<file path="src/rtl/hook_pkg.sv">
// ---------------------------------------------------------------------------
// hook_pkg
// Shared definitions for the claw/hook controller and the object modules
// that respond to it.
//   hook_state_t : 3-bit controller state, encodings visible on state_out
//   HOOK_DX/DY   : per-angle extension vector, indexed by R_mode 0..10
//   SCREEN_*_PX  : playfield size shared with the object modules
// ---------------------------------------------------------------------------
package hook_pkg;

    typedef enum logic [2:0] {
        SWING          = 3'd0,
        EXTEND         = 3'd1,
        RETRACT        = 3'd2,
        RETRACT_LOADED = 3'd3,
        RETURN         = 3'd4
    } hook_state_t;

    localparam logic [9:0] SCREEN_W_PX = 10'd640;
    localparam logic [9:0] SCREEN_H_PX = 10'd480;

    // Largest legal angle index; the swing ping-pongs between 0 and this.
    localparam logic [3:0] R_MODE_MAX = 4'd10;

    // Extension step per angle index, left (0) through straight down (5)
    // to right (10).
    localparam logic signed [3:0] HOOK_DX [0:10] = '{
        -4'sd6, -4'sd6, -4'sd5, -4'sd4, -4'sd2, 4'sd0,
         4'sd2,  4'sd4,  4'sd5,  4'sd6,  4'sd6
    };
    localparam logic signed [3:0] HOOK_DY [0:10] = '{
         4'sd0,  4'sd1,  4'sd2,  4'sd3,  4'sd4, 4'sd6,
         4'sd4,  4'sd3,  4'sd2,  4'sd1,  4'sd0
    };

    // Table lookups that stay defined for the unused codes 11..15.
    function automatic logic signed [3:0] pick_dx(input logic [3:0] m);
        logic signed [3:0] r;
        r = 4'sd0;
        if (m <= R_MODE_MAX) r = HOOK_DX[m];
        return r;
    endfunction

    function automatic logic signed [3:0] pick_dy(input logic [3:0] m);
        logic signed [3:0] r;
        r = 4'sd0;
        if (m <= R_MODE_MAX) r = HOOK_DY[m];
        return r;
    endfunction

    // Sign-extend a table entry into the 12-bit position arithmetic.
    function automatic logic signed [11:0] ext_vec(input logic signed [3:0] v);
        return {{8{v[3]}}, v};
    endfunction

endpackage

</file>
<file path="src/rtl/hook_tick_div.sv">
// ---------------------------------------------------------------------------
// hook_tick_div
// Free-running clock divider producing a one-cycle tick every DIV enabled
// clocks. A synchronous clear restarts the count so a fresh state always
// gets a full period before its first tick.
//   clk    in  : system clock
//   rst_n  in  : asynchronous active-low reset
//   clear  in  : synchronous restart, also suppresses the tick this cycle
//   enable in  : count only while high (count is held at zero otherwise)
//   tick   out : high for one cycle when the count reaches DIV-1
// ---------------------------------------------------------------------------
module hook_tick_div #(
    parameter int DIV = 4
) (
    input  logic clk,
    input  logic rst_n,
    input  logic clear,
    input  logic enable,
    output logic tick
);

    localparam int W = (DIV > 1) ? $clog2(DIV) : 1;
    localparam logic [W-1:0] LAST = W'(DIV - 1);

    logic [W-1:0] count;

    // The tick is masked by clear so a state change never also consumes
    // a step on the same edge.
    assign tick = enable && !clear && (count == LAST);

    always_ff @(posedge clk or negedge rst_n) begin
        if (!rst_n) begin
            count <= '0;
        end else if (clear || !enable) begin
            count <= '0;
        end else if (count == LAST) begin
            count <= '0;
        end else begin
            count <= count + W'(1);
        end
    end

endmodule

</file>
<file path="src/rtl/hook_claw_ctrl.sv">
// ---------------------------------------------------------------------------
// hook_claw_ctrl
// Claw/hook controller for one player. Swings an angle index 0..10, fires
// the hook outward on request, latches a catch reported by the objects and
// reels back at loaded or empty speed, pulsing score_pulse on a loaded
// return. One instance per player.
//
// Ports
//   Clk               in   system clock
//   reset_n           in   asynchronous active-low reset
//   is_new_game_start in   synchronous clear back to the post-reset state
//   fire              in   launch request (level, only honoured in SWING)
//   is_catch          in   OR of this player's catch flags from all objects
//   use_bomb          in   (HOOK_BOMB_EN only) blow up the carried object
//   tailx, taily      out  hook tail coordinates (10 bits each)
//   R_mode            out  angle index 0..10
//   state_out         out  state encoding (see hook_pkg::hook_state_t)
//   score_pulse       out  one-cycle pulse on a loaded return
//   is_explode        out  (HOOK_BOMB_EN only) one-cycle bomb pulse
//   busy              out  high whenever the hook is not swinging
//
// Build option
//   HOOK_BOMB_EN : adds use_bomb/is_explode and a two-shot bomb counter
//                  that lets a loaded retract drop its object and finish
//                  at empty speed.
// ---------------------------------------------------------------------------
module hook_claw_ctrl
    import hook_pkg::*;
#(
    parameter logic [9:0] ORIGIN_X  = 10'd320,
    parameter logic [9:0] ORIGIN_Y  = 10'd60,
    parameter logic [9:0] SCREEN_W  = SCREEN_W_PX,
    parameter logic [9:0] SCREEN_H  = SCREEN_H_PX,
    parameter int         SWING_DIV = 5000000,
    parameter int         STEP_DIV  = 1000000,
    parameter int         LOAD_DIV  = 8000000,
    parameter logic [9:0] MAX_STEPS = 10'd70
) (
    input  logic       Clk,
    input  logic       reset_n,
    input  logic       is_new_game_start,
    input  logic       fire,
    input  logic       is_catch,
`ifdef HOOK_BOMB_EN
    input  logic       use_bomb,
    output logic       is_explode,
`endif
    output logic [9:0] tailx,
    output logic [9:0] taily,
    output logic [3:0] R_mode,
    output logic [2:0] state_out,
    output logic       score_pulse,
    output logic       busy
);

    hook_state_t state;
    hook_state_t state_next;

    logic [9:0]  n;
    logic        dir_up;
    logic [3:0]  swing_next;
    logic        dir_next;

    logic        div_clear;
    logic        swing_en;
    logic        step_en;
    logic        load_en;
    logic        swing_tick;
    logic        step_tick;
    logic        load_tick;

    logic signed [11:0] dx12;
    logic signed [11:0] dy12;
    logic signed [11:0] n12;
    logic signed [11:0] n_next12;
    logic signed [11:0] cur_x;
    logic signed [11:0] cur_y;
    logic signed [11:0] nxt_x;
    logic signed [11:0] nxt_y;
    logic               out_of_bounds;

`ifdef HOOK_BOMB_EN
    logic [1:0] bomb_count;
    logic       bomb_fire;
`endif

    // ------------------------------------------------------------------
    // Geometry: current tail position (registered below) and the position
    // one step further out, used to stop before leaving the screen.
    // ------------------------------------------------------------------
    assign dx12     = ext_vec(pick_dx(R_mode));
    assign dy12     = ext_vec(pick_dy(R_mode));
    assign n12      = $signed({2'b00, n});
    assign n_next12 = n12 + 12'sd1;
    assign cur_x    = $signed({2'b00, ORIGIN_X}) + n12 * dx12;
    assign cur_y    = $signed({2'b00, ORIGIN_Y}) + n12 * dy12;
    assign nxt_x    = $signed({2'b00, ORIGIN_X}) + n_next12 * dx12;
    assign nxt_y    = $signed({2'b00, ORIGIN_Y}) + n_next12 * dy12;

    assign out_of_bounds = (nxt_x < 12'sd0) || (nxt_x >= $signed({2'b00, SCREEN_W})) ||
                           (nxt_y < 12'sd0) || (nxt_y >= $signed({2'b00, SCREEN_H}));

    // ------------------------------------------------------------------
    // Next-state logic. A catch outranks the boundary stop so an object
    // grabbed on the last legal step is still reeled in.
    // ------------------------------------------------------------------
    always_comb begin
        state_next = state;
`ifdef HOOK_BOMB_EN
        bomb_fire  = 1'b0;
`endif
        case (state)
            SWING: begin
                if (fire) state_next = EXTEND;
            end
            EXTEND: begin
                if (is_catch) begin
                    state_next = RETRACT_LOADED;
                end else if ((n == MAX_STEPS) || out_of_bounds) begin
                    state_next = RETRACT;
                end
            end
            RETRACT: begin
                if (n == 10'd0) state_next = RETURN;
            end
            RETRACT_LOADED: begin
                if (n == 10'd0) begin
                    state_next = RETURN;
                end
`ifdef HOOK_BOMB_EN
                else if (use_bomb && (bomb_count != 2'd0)) begin
                    state_next = RETRACT;
                    bomb_fire  = 1'b1;
                end
`endif
            end
            RETURN: begin
                state_next = SWING;
            end
            default: begin
                state_next = SWING;
            end
        endcase
    end

    // ------------------------------------------------------------------
    // Swing stepping: move one index in the current direction and turn
    // around on reaching either end so the index never leaves 0..10.
    // ------------------------------------------------------------------
    always_comb begin
        if (dir_up) begin
            swing_next = (R_mode >= R_MODE_MAX) ? (R_MODE_MAX - 4'd1) : (R_mode + 4'd1);
        end else begin
            swing_next = (R_mode == 4'd0) ? 4'd1 : (R_mode - 4'd1);
        end
        dir_next = dir_up;
        if (swing_next == R_MODE_MAX) begin
            dir_next = 1'b0;
        end else if (swing_next == 4'd0) begin
            dir_next = 1'b1;
        end
    end

    // ------------------------------------------------------------------
    // Dividers restart on every state change so each state's first step
    // takes a full period.
    // ------------------------------------------------------------------
    assign div_clear = is_new_game_start || (state_next != state);
    assign swing_en  = (state == SWING);
    assign step_en   = (state == EXTEND) || (state == RETRACT);
    assign load_en   = (state == RETRACT_LOADED);

    hook_tick_div #(.DIV(SWING_DIV)) u_swing_div (
        .clk    (Clk),
        .rst_n  (reset_n),
        .clear  (div_clear),
        .enable (swing_en),
        .tick   (swing_tick)
    );

    hook_tick_div #(.DIV(STEP_DIV)) u_step_div (
        .clk    (Clk),
        .rst_n  (reset_n),
        .clear  (div_clear),
        .enable (step_en),
        .tick   (step_tick)
    );

    // The loaded rate must match the objects' pull divider so the tail
    // and the carried object move in lockstep.
    hook_tick_div #(.DIV(LOAD_DIV)) u_load_div (
        .clk    (Clk),
        .rst_n  (reset_n),
        .clear  (div_clear),
        .enable (load_en),
        .tick   (load_tick)
    );

    // ------------------------------------------------------------------
    // State, step count, swing angle and score pulse. A new game behaves
    // exactly like reset and overrides everything else.
    // ------------------------------------------------------------------
    always_ff @(posedge Clk or negedge reset_n) begin
        if (!reset_n) begin
            state       <= SWING;
            n           <= 10'd0;
            R_mode      <= 4'd5;
            dir_up      <= 1'b1;
            score_pulse <= 1'b0;
        end else if (is_new_game_start) begin
            state       <= SWING;
            n           <= 10'd0;
            R_mode      <= 4'd5;
            dir_up      <= 1'b1;
            score_pulse <= 1'b0;
        end else begin
            state       <= state_next;
            score_pulse <= (state == RETRACT_LOADED) && (state_next == RETURN);
            if (swing_tick) begin
                R_mode <= swing_next;
                dir_up <= dir_next;
            end
            case (state)
                EXTEND: begin
                    if (step_tick) n <= n + 10'd1;
                end
                RETRACT: begin
                    if (step_tick && (n != 10'd0)) n <= n - 10'd1;
                end
                RETRACT_LOADED: begin
                    if (load_tick && (n != 10'd0)) n <= n - 10'd1;
                end
                default: begin
                    n <= n;
                end
            endcase
        end
    end

    // ------------------------------------------------------------------
    // Tail position register, one cycle behind the step count.
    // ------------------------------------------------------------------
    always_ff @(posedge Clk or negedge reset_n) begin
        if (!reset_n) begin
            tailx <= ORIGIN_X;
            taily <= ORIGIN_Y;
        end else if (is_new_game_start) begin
            tailx <= ORIGIN_X;
            taily <= ORIGIN_Y;
        end else begin
            tailx <= cur_x[9:0];
            taily <= cur_y[9:0];
        end
    end

`ifdef HOOK_BOMB_EN
    // ------------------------------------------------------------------
    // Bomb stock and explode pulse. The object watching is_explode
    // destroys itself; the hook keeps its step count and finishes the
    // retract at empty speed.
    // ------------------------------------------------------------------
    always_ff @(posedge Clk or negedge reset_n) begin
        if (!reset_n) begin
            bomb_count <= 2'd2;
            is_explode <= 1'b0;
        end else if (is_new_game_start) begin
            bomb_count <= 2'd2;
            is_explode <= 1'b0;
        end else begin
            is_explode <= bomb_fire;
            if (bomb_fire) bomb_count <= bomb_count - 2'd1;
        end
    end
`endif

    assign state_out = state;
    assign busy      = (state != SWING);

endmodule

</file>
<file path="config.mk">
export PLATFORM = sky130hd
export DESIGN_NAME = hook_claw_ctrl
export DESIGN_NICKNAME = d
export VERILOG_FILES = /design/src/rtl/hook_pkg.sv /design/src/rtl/hook_tick_div.sv /design/src/rtl/hook_claw_ctrl.sv
export SDC_FILE = /design/constraint.sdc
export NUM_CORES = 1
export LEC_CHECK = 0
export BUFFER_PORTS_ARGS = -buffer_cell sky130_fd_sc_hd__buf_4
export CELL_PAD_IN_SITES_DETAIL_PLACEMENT = 0
export CELL_PAD_IN_SITES_GLOBAL_PLACEMENT = 1
export CORE_MARGIN = 5
export CORE_UTILIZATION = 50
export CTS_BUF_LIST = sky130_fd_sc_hd__clkbuf_8
export DETAILED_ROUTE_END_ITERATION = 10
export GPL_ROUTABILITY_DRIVEN = 1
export HOLD_SLACK_MARGIN = 0.03
export PLACE_DENSITY_LB_ADDON = 0.1
export SYNTH_ARGS = -nofsm -noshare
export SYNTH_HDL_FRONTEND = slang
export SYNTH_HIERARCHICAL = 1
export SYNTH_SLANG_ARGS = --single-unit
</file>
<file path="constraint.sdc">
create_clock -name Clk -period 7.6 [get_ports Clk]
set_clock_uncertainty 0.1 [all_clocks]
set_input_delay 0 -clock Clk [delete_from_list [all_inputs] [get_ports Clk]]
set_output_delay 0 -clock Clk [all_outputs]
set_load 0.05 [all_outputs]
</file>
==> results.md <==
* Status: finished, final reports clean
* Mean post-synth cell area at 8.98 um2
* Setup WS pre-CTS at 0.263 ns
* Slew HR at 36.3%
* Worst EP required at 7.76 ns
* Total chip power at 1020 uW
* Pwr dens at 97.1 mW/mm2
* Fraction of layout cells with a size suffix above 1 at 11.3%
* Crit path max-delay cell type: dfstp_2
* Fill cells at 1771
* Fmax at 137 MHz
* GRT Total Usage at 20.2%
* GP Congestion at 0.864
* Clk pin slew, worst setup/hold paths at 0.11 ns
* DR iter-0 viols at 351
* CP Buf/Inv Count at 4
* CP Launch Type: flop
* Final setup fails at 0
* Synth Register Bits at 105
* Yosys warns at 6
* Dpl hpwl at 16000 um
* Distinct cells, synth at 72
* Die width at 149 um
* # DRC at 0
* Fin nets at 1268
* Die Height at 149 um
* Most frequent cells in the layout: nor2_1, inv_1, dfrtp_1, nand2_1, ha_1
* Initial Util at 51.1%
* N_diodes at 0
* Max-slew violation count at 0
* Final WL at 21600 um
* Maximum fanout along the worst path at 7
* Cells after Synth at 1076
* Hold Path Class: input pin to async pin
* Final ANT Viol Nets at 0
* Final core area utilization at 55.8%
* Minimum clock period at 7.32 ns
* Routed len/inst at 15.7 um
* Full die area at 0.0222 mm2
* Site Rows at 50
* Final TNS setup at 0 ns
* Via count at 7374
* Area grow syn2layout at 9.09%
* DP Cell Count at 1353
* Fin. Hold Viols at 0
* Initial antenna violation count at 0
* Largest stage delay, worst path at 0.62 ns
* Critical Path Start: R_mode[0]
* Depth of the worst register-to-register path at 28
* Cell depth of the worst setup path at 28
* Most common cell after layout, fill and taps aside: nor2_1
* I/O Pins at 34
* Crit-path most repeated cell: fa_1
* Slew @ Worst Pin at 0.955 ns
* Vias in the first global route at 7309
* DR vias/cell at 5.34
* Mapped cell area at 0.00966 mm2
* Clock Sinks at 105
* First-pass GRT wire length at 36700 um
* Final worst slack at 0.280 ns
* Largest net degree at the start of global routing at 56
* Clock latency on the worst-skew pair at 0.39 ns
* Final period util at 96.3%
* I/O Buffers at 33
* Post-Syn Nets at 1228
* CP Class: flop to flop
* Router iterations before antenna repair at 5
* Post-synthesis sequential area ratio at 27.3%
* Total of max-cap violations at 0
* LEAKAGE at 0.00489 uW
* Total CTS buffers at 9
* Core box area at 0.0189 mm2
* RR Startpoint: R_mode[0]
* Asr flop ratio synth at 100%
* Global route total overflow at 0
* Peak supply drop at 0.0000694 V
* Worst setup EP type: flop
* Worst EP arrival at 7.48 ns
* Post-Layout Cell Count at 1381
* CTS H-tree depth at 3
* Synth Flop Type: dfrtp_1
* Clk buf depth at 2
* Post-synth EDFFs at 0
* CTS tree: built
* Root buf cell: clkbuf_8
* Largest delay share family, worst path: adder cells
* R2R setup slack at 0.28 ns
-- metal layers --
| metal | wire [um] | global-route usage [%] | part of all wire, % |
|---|---|---|---|
| met5 | 0 | 0 | 0 |
| met2 | 10200 | 33.2 | 47 |
| met3 | 369 | 1.37 | 1.7 |
| met4 | 325 | 6.09 | 1.5 |
| met1 | 10700 | 28.9 | 50 |
-- sequential cells by signal, indices dropped and copies added (netlist names) --
| name | cells |
|---|---|
| u_load_div/count | 23 |
| u_swing_div/count | 23 |
| u_step_div/count | 20 |
| n | 10 |
| tailx | 10 |
| taily | 10 |
| R_mode | 4 |
| state_out | 3 |
| dir_up | 1 |
| score_pulse | 1 |
-- cells in the mapped netlist (8+ instances only) --
cell	count	share of area [%]
nor2_1	134	5.2
inv_1	106	4.1
dfrtp_1	96	25
nand2_1	96	3.7
ha_1	90	12
fa_1	57	12
xnor2_1	56	5.1
a21oi_1	42	2.2
xor2_1	38	3.4
and2_1	30	1.9
nand3_1	28	1.5
clkbuf_1	20	0.78
nor2b_1	20	1.3
nand4_1	19	1.2
nor4_1	18	1.2
o21ai_0	17	0.88
or3_1	14	0.91
nand2b_1	12	0.78
nor3_1	12	0.62
o31ai_1	12	0.93
a21o_1	10	0.78
or4_1	10	0.78
buf_2	9	0.47
dfstp_2	9	2.4
a211oi_1	8	0.62
and3_1	8	0.52
-- report_power, final --
group	internal (uW)	switching [uW]	total, uW
clock	155	213	369
combinational	26.6	58.2	84.8
sequential	562	7.47	570
total	744	279	1020
-- through the flow --
step | hold slack, ns | instance area [um2]
floorplan | -0.396 | 9660
global placement | 0.0238 | 10200
detailed placement | 0.0250 | 10200
CTS | 0.120 | 10500
global route | 0.174 | 10500
finish | 0.114 | 10500
-- path summary, 6_finish.rpt --
path	endpoint
min in group Clk	state_out[1]
worst min-delay path	u_swing_div/count[18]
max in group asynchronous	n[8]
worst max-delay path	n[3]
worst min register to register	u_load_div/count[0]
worst max register to register	n[3]
-- what timing repair did --
action                                  in CTS  in global routing
setup buffers                                0                  6
hold buffers                                 5                  0
endpoints found under the setup margin       0                 11
hold endpoints to repair                    84                  0
gates resized for setup                      0                 10
-- logic make-up after synthesis --
group                      after synthesis  share of synthesized area (%)
AOI/OAI and AO/OA                      134                           9.49
xor gates and xnor gates                97                           9.27
adders and majority gates              147                           23.5
buffers and inverters                  142                           6.02
DFF                                    105                           27.3
muxes                                    6                          0.622
and+or+nand+nor                        445                           23.8
-- cell type report --
cell class,instances,area [um2],share of cell area [%]
multi-input combinational,829,6480,61.4
sequential,105,2640,25.0
timing repair buffer,65,502,4.76
inverter,106,398,3.77
tap,260,325,3.09
clock buffer,9,124,1.18
clock inverter,7,76.3,0.724
(Power assumes the default switching activity.)
